--- src/rtl/dac_update_sched_if.sv ---
// Sample stream into the DAC update scheduler: valid/ready handshake carrying
// signed two's-complement samples.
interface dac_update_sched_if #(
  parameter int IN_WIDTH = 24
) ();
  logic                       in_valid;
  logic                       in_ready;
  logic signed [IN_WIDTH-1:0] in_data;

  modport master (output in_valid, output in_data, input in_ready);
  modport slave  (input in_valid, input in_data, output in_ready);
endinterface

--- src/rtl/dac_update_sched.sv ---
// Buffers signed samples, converts them to rounded/saturated offset-binary
// DAC codes and paces strobes to the serial DAC transaction rate.
module dac_update_sched #(
  parameter  int IN_WIDTH   = 24,
  parameter  int DAC_BITS   = 16,
  parameter  int FIFO_DEPTH = 4,
  parameter  int MIN_GAP    = 2,
  localparam int LVL_W      = $clog2(FIFO_DEPTH) + 1
) (
  input  logic                clk,
  input  logic                reset_n,
  input  logic                enable,
  input  logic                mute,
  input  logic                sat_clr,
  dac_update_sched_if.slave   s_in,
  output logic                strobe_out,
  output logic [DAC_BITS-1:0] data_out,
  output logic                busy,
  output logic [LVL_W-1:0]    fifo_level,
  output logic                sat_flag
);

  localparam int SHIFT   = IN_WIDTH - DAC_BITS;
  localparam int HOLDOFF = 2 * DAC_BITS + 1 + MIN_GAP;
  localparam int CNT_W   = $clog2(HOLDOFF);
  localparam int PTR_W   = (FIFO_DEPTH > 1) ? $clog2(FIFO_DEPTH) : 1;

  localparam logic [DAC_BITS-1:0]      MIDSCALE = {1'b1, {(DAC_BITS-1){1'b0}}};
  localparam logic signed [IN_WIDTH:0] HALF_LSB = (IN_WIDTH+1)'(1) <<< (SHIFT - 1);
  localparam logic signed [IN_WIDTH:0] Q_MAX    = (IN_WIDTH+1)'((1 << (DAC_BITS - 1)) - 1);

  // Returns {saturated, offset-binary code}; rounds half-up, clips the top only.
  function automatic logic [DAC_BITS:0] round_sat(input logic signed [IN_WIDTH-1:0] x);
    logic signed [IN_WIDTH:0] r;
    logic signed [IN_WIDTH:0] q;
    logic [DAC_BITS-1:0]      c;
    logic                     sat;
    r   = {x[IN_WIDTH-1], x};
    r   = r + HALF_LSB;
    q   = r >>> SHIFT;
    sat = (q > Q_MAX);
    c   = sat ? Q_MAX[DAC_BITS-1:0] : q[DAC_BITS-1:0];
    return {sat, ~c[DAC_BITS-1], c[DAC_BITS-2:0]};
  endfunction

  logic signed [IN_WIDTH-1:0] r_mem [FIFO_DEPTH];
  logic [PTR_W-1:0]           r_wr_ptr;
  logic [PTR_W-1:0]           r_rd_ptr;
  logic [LVL_W-1:0]           r_level;
  logic [CNT_W-1:0]           r_cnt;
  logic                       r_strobe_p1;
  logic [DAC_BITS-1:0]        r_data_p1;
  logic                       r_sat;

  logic                       w_full;
  logic                       w_push;
  logic                       w_pop;
  logic [DAC_BITS:0]          w_conv;
  logic                       w_sat_set;

  assign w_full    = (r_level == LVL_W'(FIFO_DEPTH));
  assign w_push    = s_in.in_valid && !w_full;
  // A zero holdoff count is the slot in which the next word may be popped.
  assign w_pop     = enable && (r_level != '0) && (r_cnt == '0);
  assign w_conv    = round_sat(r_mem[r_rd_ptr]);
  assign w_sat_set = w_pop && !mute && w_conv[DAC_BITS];

  always_ff @(posedge clk) begin
    if (w_push) r_mem[r_wr_ptr] <= s_in.in_data;
  end

  // Stage p0 -> p1: pop, convert and register the strobe with its code
  always_ff @(posedge clk) begin
    if (!reset_n) begin
      r_wr_ptr    <= '0;
      r_rd_ptr    <= '0;
      r_level     <= '0;
      r_cnt       <= '0;
      r_strobe_p1 <= 1'b0;
      r_data_p1   <= MIDSCALE;
      r_sat       <= 1'b0;
    end else begin
      if (w_push) r_wr_ptr <= r_wr_ptr + PTR_W'(1);
      if (w_pop)  r_rd_ptr <= r_rd_ptr + PTR_W'(1);
      unique case ({w_push, w_pop})
        2'b10:   r_level <= r_level + LVL_W'(1);
        2'b01:   r_level <= r_level - LVL_W'(1);
        default: r_level <= r_level;
      endcase
      if (w_pop)              r_cnt <= CNT_W'(HOLDOFF - 1);
      else if (r_cnt != '0)   r_cnt <= r_cnt - CNT_W'(1);
      r_strobe_p1 <= w_pop;
      if (w_pop) r_data_p1 <= mute ? MIDSCALE : w_conv[DAC_BITS-1:0];
      r_sat <= w_sat_set | (r_sat & ~sat_clr);
    end
  end

  assign s_in.in_ready = !w_full;
  assign strobe_out    = r_strobe_p1;
  assign data_out      = r_data_p1;
  assign busy          = (r_cnt != '0);
  assign fifo_level    = r_level;
  assign sat_flag      = r_sat;

endmodule

--- src/flat_wrapper.sv ---
// flat-port wrapper written by rule: the top's interface ports become plain ports
module dac_update_sched_flat 
#(
  parameter  int IN_WIDTH   = 24,
  parameter  int DAC_BITS   = 16,
  parameter  int FIFO_DEPTH = 4,
  parameter  int MIN_GAP    = 2,
  localparam int LVL_W      = $clog2(FIFO_DEPTH) + 1
)
  (clk, reset_n, enable, mute, sat_clr, strobe_out, data_out, busy, fifo_level, sat_flag, s_in_in_valid, s_in_in_data, s_in_in_ready);
  dac_update_sched_if #(.IN_WIDTH(IN_WIDTH)) s_in_i ();
  input  logic clk;
  input  logic reset_n;
  input  logic enable;
  input  logic mute;
  input  logic sat_clr;
  output logic strobe_out;
  output logic [DAC_BITS-1:0] data_out;
  output logic busy;
  output logic [LVL_W-1:0] fifo_level;
  output logic sat_flag;
  input wire logic [$bits(s_in_i.in_valid)-1:0] s_in_in_valid;
  input wire logic [$bits(s_in_i.in_data)-1:0] s_in_in_data;
  output wire logic [$bits(s_in_i.in_ready)-1:0] s_in_in_ready;
  assign s_in_i.in_valid = s_in_in_valid;
  assign s_in_i.in_data = s_in_in_data;
  assign s_in_in_ready = s_in_i.in_ready;
  dac_update_sched #(.IN_WIDTH(IN_WIDTH), .DAC_BITS(DAC_BITS), .FIFO_DEPTH(FIFO_DEPTH), .MIN_GAP(MIN_GAP)) u_core (.clk(clk), .reset_n(reset_n), .enable(enable), .mute(mute), .sat_clr(sat_clr), .s_in(s_in_i), .strobe_out(strobe_out), .data_out(data_out), .busy(busy), .fifo_level(fifo_level), .sat_flag(sat_flag));
endmodule
--- config.mk ---
export PLATFORM = sky130hd
export DESIGN_NAME = dac_update_sched_flat
export DESIGN_NICKNAME = d
export VERILOG_FILES = /design/src/rtl/dac_update_sched_if.sv /design/src/rtl/dac_update_sched.sv /design/src/flat_wrapper.sv
export SDC_FILE = /design/constraint.sdc
export NUM_CORES = 1
export LEC_CHECK = 0
export CELL_PAD_IN_SITES_DETAIL_PLACEMENT = 0
export CELL_PAD_IN_SITES_GLOBAL_PLACEMENT = 1
export CORE_AREA = 4 4 91 101
export DETAILED_ROUTE_END_ITERATION = 8
export DIE_AREA = 0 0 95 105
export DONT_BUFFER_PORTS = 1
export PLACE_DENSITY = 0.93
export SYNTH_ARGS = -nofsm -noshare
export SYNTH_HDL_FRONTEND = slang
export SYNTH_SLANG_ARGS = --single-unit
export TNS_END_PERCENT = 50
--- constraint.sdc ---
create_clock -name clk -period 4.2 [get_ports clk]
set_input_delay 0.42 -clock clk [delete_from_list [all_inputs] [get_ports clk]]
set_output_delay 0.42 -clock clk [all_outputs]
set_load 0.05 [all_outputs]
==> results_dict.tcl, run 1 <==
set metrics [dict create \
    status "finished, final reports clean" \
    antenna_cells 0 \
    synth-edff-count 68 \
    crit_arrival_ns 3.27 \
    drv_cap 0 \
    post_dp_cell_area_sq_um 4490 \
    wl_um 8090 \
    ys_top_cells_by_count "68 x edfxtp_1, 33 x dfxtp_1, 24 x nand2_1, 19 x nor2_1, 13 x a21oi_1" \
    first_iter_violations 100 \
    area_growth_pct 6.89 \
    finClkSkew_ns 0.0121 \
    cp-start-kind "flip-flop" \
    period_needed_ns 3.09 \
    root_buffer "clkbuf_8" \
    fin_setup_tns_ns 0 \
    reg2regPathDepth 6 \
    synth_top_flop_cell "edfxtp_1" \
    setup_viol_count_final 0 \
    slew_viol_final 0 \
    wl_per_cell_um 18.5 \
    grt_setup_unrepaired "false" \
    grt_max_degree 28 \
    drc 0 \
    routed-via-count 2586 \
    r2r-end "u_core.data_out[3]" \
    place_congestion 0.846 \
    num_rows 35 \
    path_class "reg -> reg" \
    fin_crit_sh_pct 73.5 \
    synth.most_common_cell "edfxtp_1" \
    cts_buffers 9 \
    post-cts-setup-buffers 0 \
    final_area_sq_um 4720 \
    htreeDepth 3 \
    cts_tree "yes" \
    power.density_nw_per_um2 551 \
    cts_sinks 101 \
    fin_nets 359 \
    first_pass_iters 5 \
    clkTransAtPathRegs_ns 0.10 \
    top_layer "met4" \
    worstSetupEndpoint "u_core.data_out[3]" \
    cts_resized 0 \
    yosys.area.top_type_share_pct 46.3 \
    place.port_buffers 0 \
    max-slew-margin-rel_pct 29.3 \
    fmax_mhz 324 \
    core-area_sq_um 8230 \
    cts-hold-fix-buffers 0 \
    hold_viol_final 0 \
    grt_pass1_wl_um 13400 \
    yosys-top-cells-area "edfxtp_1 46%, dfxtp_1 15%, mux4_1 5.4%, mux4_2 4.1%, nand2_1 2.0%" \
    drive_gt1_share_pct 12.3 \
    antenna_found_initial 0 \
    grt_pass1_vias 2708 \
    clk_latency_ns 0.36 \
    synth.distinct_cells 49 \
    die_w_um 95 \
    ys_ff_latch 101 \
    dpl.hpwl_um 5470 \
    cts_buffer_depth 2 \
    overflow 0 \
    reg2reg_slack_ns 1.11 \
    ios 53 \
    detail-route-antenna-nets 0 \
    worstMarginPinSlew_ns 1.05 \
    start_util_pct 53.6 \
    ir_worst_vdd_mv 0.351 \
    synth_top_cell_by_area "edfxtp_1" \
    end_kind "flip-flop" \
    vias_per_cell 5.92 \
    hold_path.class "in -> reg" \
    leakage_uw 0.00152 \
    die_h_um 105 \
    die_area_sq_um 9980 \
    syn_area_per_cell_sq_um 13.9 \
    wl_met3_um 472 \
    ys_warn_count 0 \
    wl_met1_um 3480 \
    synth_nets 356 \
    yosysSeqAreaShare_pct 61.2 \
    track_usage_pct 17.4 \
    cp.required_ns 4.39 \
    critical_path.max_fanout 19 \
    async_flop_share_pct 0 \
    syn-instance-count 318 \
    synth_area_sq_um 4410 \
    wl_met2_um 4020 \
]
[worst min path at each step]
stage / startpoint / to / cells after the start
finish: reset_n / u_core.data_out[15] / 1
global route: s_in_in_data[19] / u_core.r_mem[1][19] / 0
CTS: reset_n / u_core.data_out[15] / 1
detailed placement: reset_n / u_core.data_out[15] / 1
global placement: u_core.r_wr_ptr[1] / u_core.r_wr_ptr[1] / 2
floorplan: u_core.r_wr_ptr[1] / u_core.r_wr_ptr[1] / 2
[layer usage]
| layer | up-vias | track usage, % |
|---|---|---|
| met5 | - | 0 |
| li1 | 1230 | - |
| met2 | 58 | 28.0 |
| met4 | 0 | 6.49 |
| met1 | 1287 | 22.5 |
| met3 | 11 | 4.61 |
[power by group]
part / switching, uW / total, uW / internal, uW
combinational: 361 / 592 / 231
clock: 344 / 687 / 343
sequential: 154 / 1320 / 1170
total: 858 / 2600 / 1740
[area by class of cell]
cell class	count	area, sq um
Multi-Input combinational cell	192	1570
Tap cell	111	139
Timing Repair Buffer	4	30.0
Clock buffer	9	124
Inverter	13	48.8
Fill cell	684	3520
Clock inverter	7	103
Sequential cell	101	2700
[critical path, stage by stage, from the launching register on]
cell and delay, ns:
dfxtp_1 0.89, mux4_1 0.51, ha_1 0.31, nand2b_1 0.15
nor4_2 0.05, o21ai_1 0.82, a31oi_1 0.17
[sequential cells by signal, summed over array words and instances (netlist names), named ones only]
| name | cells |
|---|---|
| u_core.data_out | 16 |
| u_core.fifo_level | 3 |
| u_core.r_cnt | 6 |
| u_core.r_mem | 68 |
| u_core.r_rd_ptr | 2 |
| u_core.r_wr_ptr | 2 |
| u_core.sat_flag | 1 |
| u_core.strobe_out | 1 |
[through the flow]
| stage | instances | util (%) | power (uW) | setup slack [ns] | hold slack, ns |
|---|---|---|---|---|---|
| CTS | 437 | 57.3 | 2620 | 1.08 | 0.126 |
| global placement | 421 | 54.5 | 1910 | 1.18 | 0.490 |
| finish | 437 | 57.3 | 2600 | 1.11 | 0.140 |
| floorplan | 318 | - | 1820 | 1.24 | 0.469 |
| global route | 437 | 57.3 | 2740 | 0.848 | 0.119 |
| detailed placement | 421 | 54.5 | 1930 | 1.10 | 0.503 |
[cell families after synthesis]
logic type | Yosys count | share of synthesized area [%]
DFF | 101 | 61.2
and+or+nand+nor | 98 | 12.2
AOI/OAI and AO/OA | 52 | 7.91
buffers and inverters | 25 | 3.18
muxes | 24 | 11.1
xor gates and xnor gates | 10 | 1.98
adders and majority gates | 8 | 2.44
[placed cells by master, fill, tap and decap left out, types with 3 or more instances in the layout]
master,n
nor4_1,8
nor2_1,19
nand2_1,24
and3_1,5
mux4_1,9
nand2b_1,4
inv_1,12
nand3_1,6
o31ai_1,3
and2_1,7
a21oi_2,4
edfxtp_1,68
a22oi_1,5
clkbuf_8,9
mux4_2,8
dfxtp_1,33
nand4_1,5
a21oi_1,13
inv_6,3
mux2i_1,6
a31oi_1,7
nor3_1,3
o31a_1,6
buf_4,4
nor4_2,3
o21ai_0,7
xor2_1,4
or3_1,5
xnor2_1,6
ha_1,7
(Power assumes the default switching activity.)
==> inputs of run 2 (changes only) <==
--- a/config.mk
+++ b/config.mk
@@ -5,13 +5,14 @@
 export SDC_FILE = /design/constraint.sdc
 export NUM_CORES = 1
 export LEC_CHECK = 0
+export ABC_AREA = 1
 export CELL_PAD_IN_SITES_DETAIL_PLACEMENT = 0
 export CELL_PAD_IN_SITES_GLOBAL_PLACEMENT = 1
-export CORE_AREA = 4 4 91 101
+export CORE_AREA = 4 4 102 113
 export DETAILED_ROUTE_END_ITERATION = 8
-export DIE_AREA = 0 0 95 105
+export DIE_AREA = 0 0 106 117
 export DONT_BUFFER_PORTS = 1
-export PLACE_DENSITY = 0.93
+export PLACE_DENSITY = 0.89
 export SYNTH_ARGS = -nofsm -noshare
 export SYNTH_HDL_FRONTEND = slang
 export SYNTH_SLANG_ARGS = --single-unit
==> constraint.sdc (replaced) <==
create_clock -name clk -period 2.9 [get_ports clk]
set_input_delay 0.29 -clock clk [delete_from_list [all_inputs] [get_ports clk]]
set_output_delay 0.29 -clock clk [all_outputs]
set_load 0.05 [all_outputs]
==> results_dict.tcl, run 2 <==
set metrics [dict create \
    place_congestion 0.846 \
    pwr-share-clk_pct 32.0 \
    cts_buffers 9 \
    worstMarginPinSlew_ns 0.816 \
    ys_ff_latch 101 \
    setup_viol_count_final 0 \
    hold_path.class "in -> reg" \
    root_buffer "clkbuf_16" \
    syn_area_per_cell_sq_um 9.12 \
    ys_warn_count 0 \
    power.density_nw_per_um2 740 \
    path_class "reg -> reg" \
    cts_buffer_depth 2 \
    switching_power_uw 1310 \
    largest_reg_flops 68 \
    die_h_um 117 \
    antenna_found_initial 0 \
    synth_area_sq_um 4870 \
    reg2reg_slack_ns 0.31 \
    cts-hold-fix-buffers 0 \
    area_growth_pct 8.83 \
    fin_crit_sh_pct 89.2 \
    synth_nets 572 \
    grt_pass1_wl_um 15600 \
    reg2reg_from "u_core.r_cnt[0]" \
    antenna_cells 0 \
    track_usage_pct 16.2 \
    drv_cap 0 \
    final_cells 688 \
    drive_gt1_share_pct 13.4 \
    worstSetupEndpoint "u_core.data_out[2]" \
    yosysSeqAreaShare_pct 55.5 \
    grt_max_degree 34 \
    crit_chain "inv_1, ha_1, inv_1, nor2_1, nand2_1, nor2_2, nand2_2, buf_4, nor2_4, nand4_2, a21oi_2" \
    reg2regPathDepth 11 \
    crit_start "u_core.r_cnt[0]" \
    finClkSkew_ns 0.0115 \
    ios 53 \
    clk_latency_ns 0.35 \
    first_iter_violations 182 \
    dp_cells 672 \
    grt_pass1_vias 3286 \
    detail-route-antenna-nets 0 \
    synth_compound_area_share_pct 6.57 \
    die_area_sq_um 12400 \
    start_util_pct 47.1 \
    fillers 954 \
    fin_nets 578 \
    clkTransAtPathRegs_ns 0.08 \
    synth.most_common_cell "nand2_1" \
    cp_common_cell "inv_1" \
    place.port_buffers 0 \
    synthSimpleGateAreaFrac_pct 27.9 \
    cts_resized 0 \
    wl_um 9610 \
    hold_viol_final 0 \
    leakage_uw 0.00216 \
    synthXorXnorAreaFrac_pct 0.180 \
    hold-worst-slack_ns 0.0310 \
    synth.mux.area_fraction_pct 0 \
    ir_worst_vdd_mv 0.331 \
    post_dp_cell_area_sq_um 4980 \
    synth.distinct_cells 36 \
    status "finished, final reports clean" \
    drc 0 \
    sequentialPowerShare_pct 45.5 \
    async_flop_share_pct 0 \
    yosys-top-cells-area "edfxtp_1 42%, nand2_1 14%, dfxtp_1 14%, nand3_1 4.5%, inv_1 3.9%" \
    grt_setup_unrepaired "false" \
    cp_slowest_stage_delay_ns 0.48 \
    vias_per_cell 4.99 \
    period_needed_ns 2.59 \
    cts_sinks 101 \
    dpl.hpwl_um 6580 \
    synthAdderAreaFrac_pct 2.21 \
    crit_arrival_ns 2.86 \
    regMostFlops "u_core.r_mem" \
    overflow 0 \
    wl_per_cell_um 14.0 \
    synth_top_flop_cell "edfxtp_1" \
    die_w_um 106 \
    cp-start-kind "flip-flop" \
    cts_tree "yes" \
    first_pass_iters 4 \
    core-area_sq_um 10300 \
    synth_top_family_by_area "simple AND/OR/NAND/NOR gates" \
    synth-edff-count 68 \
    fin_setup_tns_ns 0 \
    post-cts-setup-buffers 0 \
    fmax_mhz 387 \
    max-slew-margin-rel_pct 45.5 \
    critical_path.max_fanout 18 \
    combPwrFrac_pct 22.5 \
    final_area_sq_um 5300 \
    final_common_cell "nand2_1" \
    htreeDepth 3 \
    r2r-end "u_core.data_out[2]" \
    cp.required_ns 3.17 \
    layout_common_cells "185 x nand2_1, 68 x edfxtp_1, 51 x inv_1, 44 x nand3_1, 40 x nor2_1" \
    critPathSlowestCell "nand4_2" \
    slew_viol_final 0 \
    ys_top_cells_by_count "185 x nand2_1, 68 x edfxtp_1, 51 x inv_1, 44 x nand3_1, 40 x nor2_1" \
    power_switching_share_pct 33.3 \
    num_rows 39 \
    yosys.area.top_type_share_pct 41.9 \
    end_kind "flip-flop" \
    routed-via-count 3435 \
    p_int_uw 2620 \
    syn-instance-count 534 \
    synth_top_cell_by_area "edfxtp_1" \
]
==> run 2: cell families (layout without fill, tap and decap cells) <==
logic type	after synthesis	count (layout)
xor gates and xnor gates	1	1
AOI/OAI and AO/OA	50	50
buffers and inverters	73	84
adders and majority gates	8	8
DFF	101	101
and+or+nand+nor	301	301
==> run 2: per-layer routing <==
layer	vias up	part of all wire (%)	global-route usage [%]	routed length, um
li1	1758	-	-	-
met1	1595	44	19.9	4270
met2	68	49	27.3	4660
met3	14	5.6	4.77	539
met4	0	1.5	5.79	142
met5	-	0	0	0
==> run 2: worst min path at each step <==
stage	from	end	slack (ns)	cells after the start
2_1_floorplan	s_in_in_data[10]	u_core.r_mem[0][10]	0.39	0
5_1_grt	s_in_in_data[19]	u_core.r_mem[0][19]	0.02	0
4_1_cts	s_in_in_data[21]	u_core.r_mem[1][21]	0.02	0
3_5_place_dp	s_in_in_data[8]	u_core.r_mem[3][8]	0.39	0
3_3_place_gp	s_in_in_data[8]	u_core.r_mem[1][8]	0.39	0
6_report	s_in_in_data[17]	u_core.r_mem[1][17]	0.03	0
==> run 2: critical path: cells and delay by family, from the launching register on <==
| kind | cells | cell delay [ns] |
|---|---|---|
| AND/OR/NAND/NOR | 6 | 1.37 |
| buffers and inverters | 3 | 0.37 |
| flip-flops | 1 | 0.31 |
| AO/OA/AOI/OAI | 1 | 0.26 |
| adder cells (fa/ha/maj) | 1 | 0.20 |
==> run 2: power groups by stage <==
stage | Clock, uW | Sequential (uW) | Combinational (uW)
final | 1260 | 1790 | 882
after floorplan | 0 | 1840 | 712
after global routing | 1330 | 1800 | 1000
after detailed placement | 0 | 1820 | 882
after global placement | 0 | 1820 | 865
after CTS | 1280 | 1790 | 888
==> run 2: stage by stage <==
stage	total power (uW)	util, %	setup slack, ns
after global routing	4130	51.3	0.106
final	3920	51.3	0.313
after CTS	3960	51.3	0.305
after global placement	2680	48.2	0.378
after floorplan	2550	-	0.174
after detailed placement	2700	48.2	0.349
==> run 2: layout make-up <==
| class | count | area (sq um) | share of cell area (%) |
|---|---|---|---|
| clock buffer | 9 | 225 | 4.25 |
| inverter | 56 | 218 | 4.11 |
| clock inverter | 7 | 92.6 | 1.75 |
| timing repair buffer | 12 | 90.1 | 1.70 |
| multi-input combinational | 360 | 1800 | 33.9 |
| tap | 143 | 179 | 3.37 |
| sequential | 101 | 2700 | 51.0 |
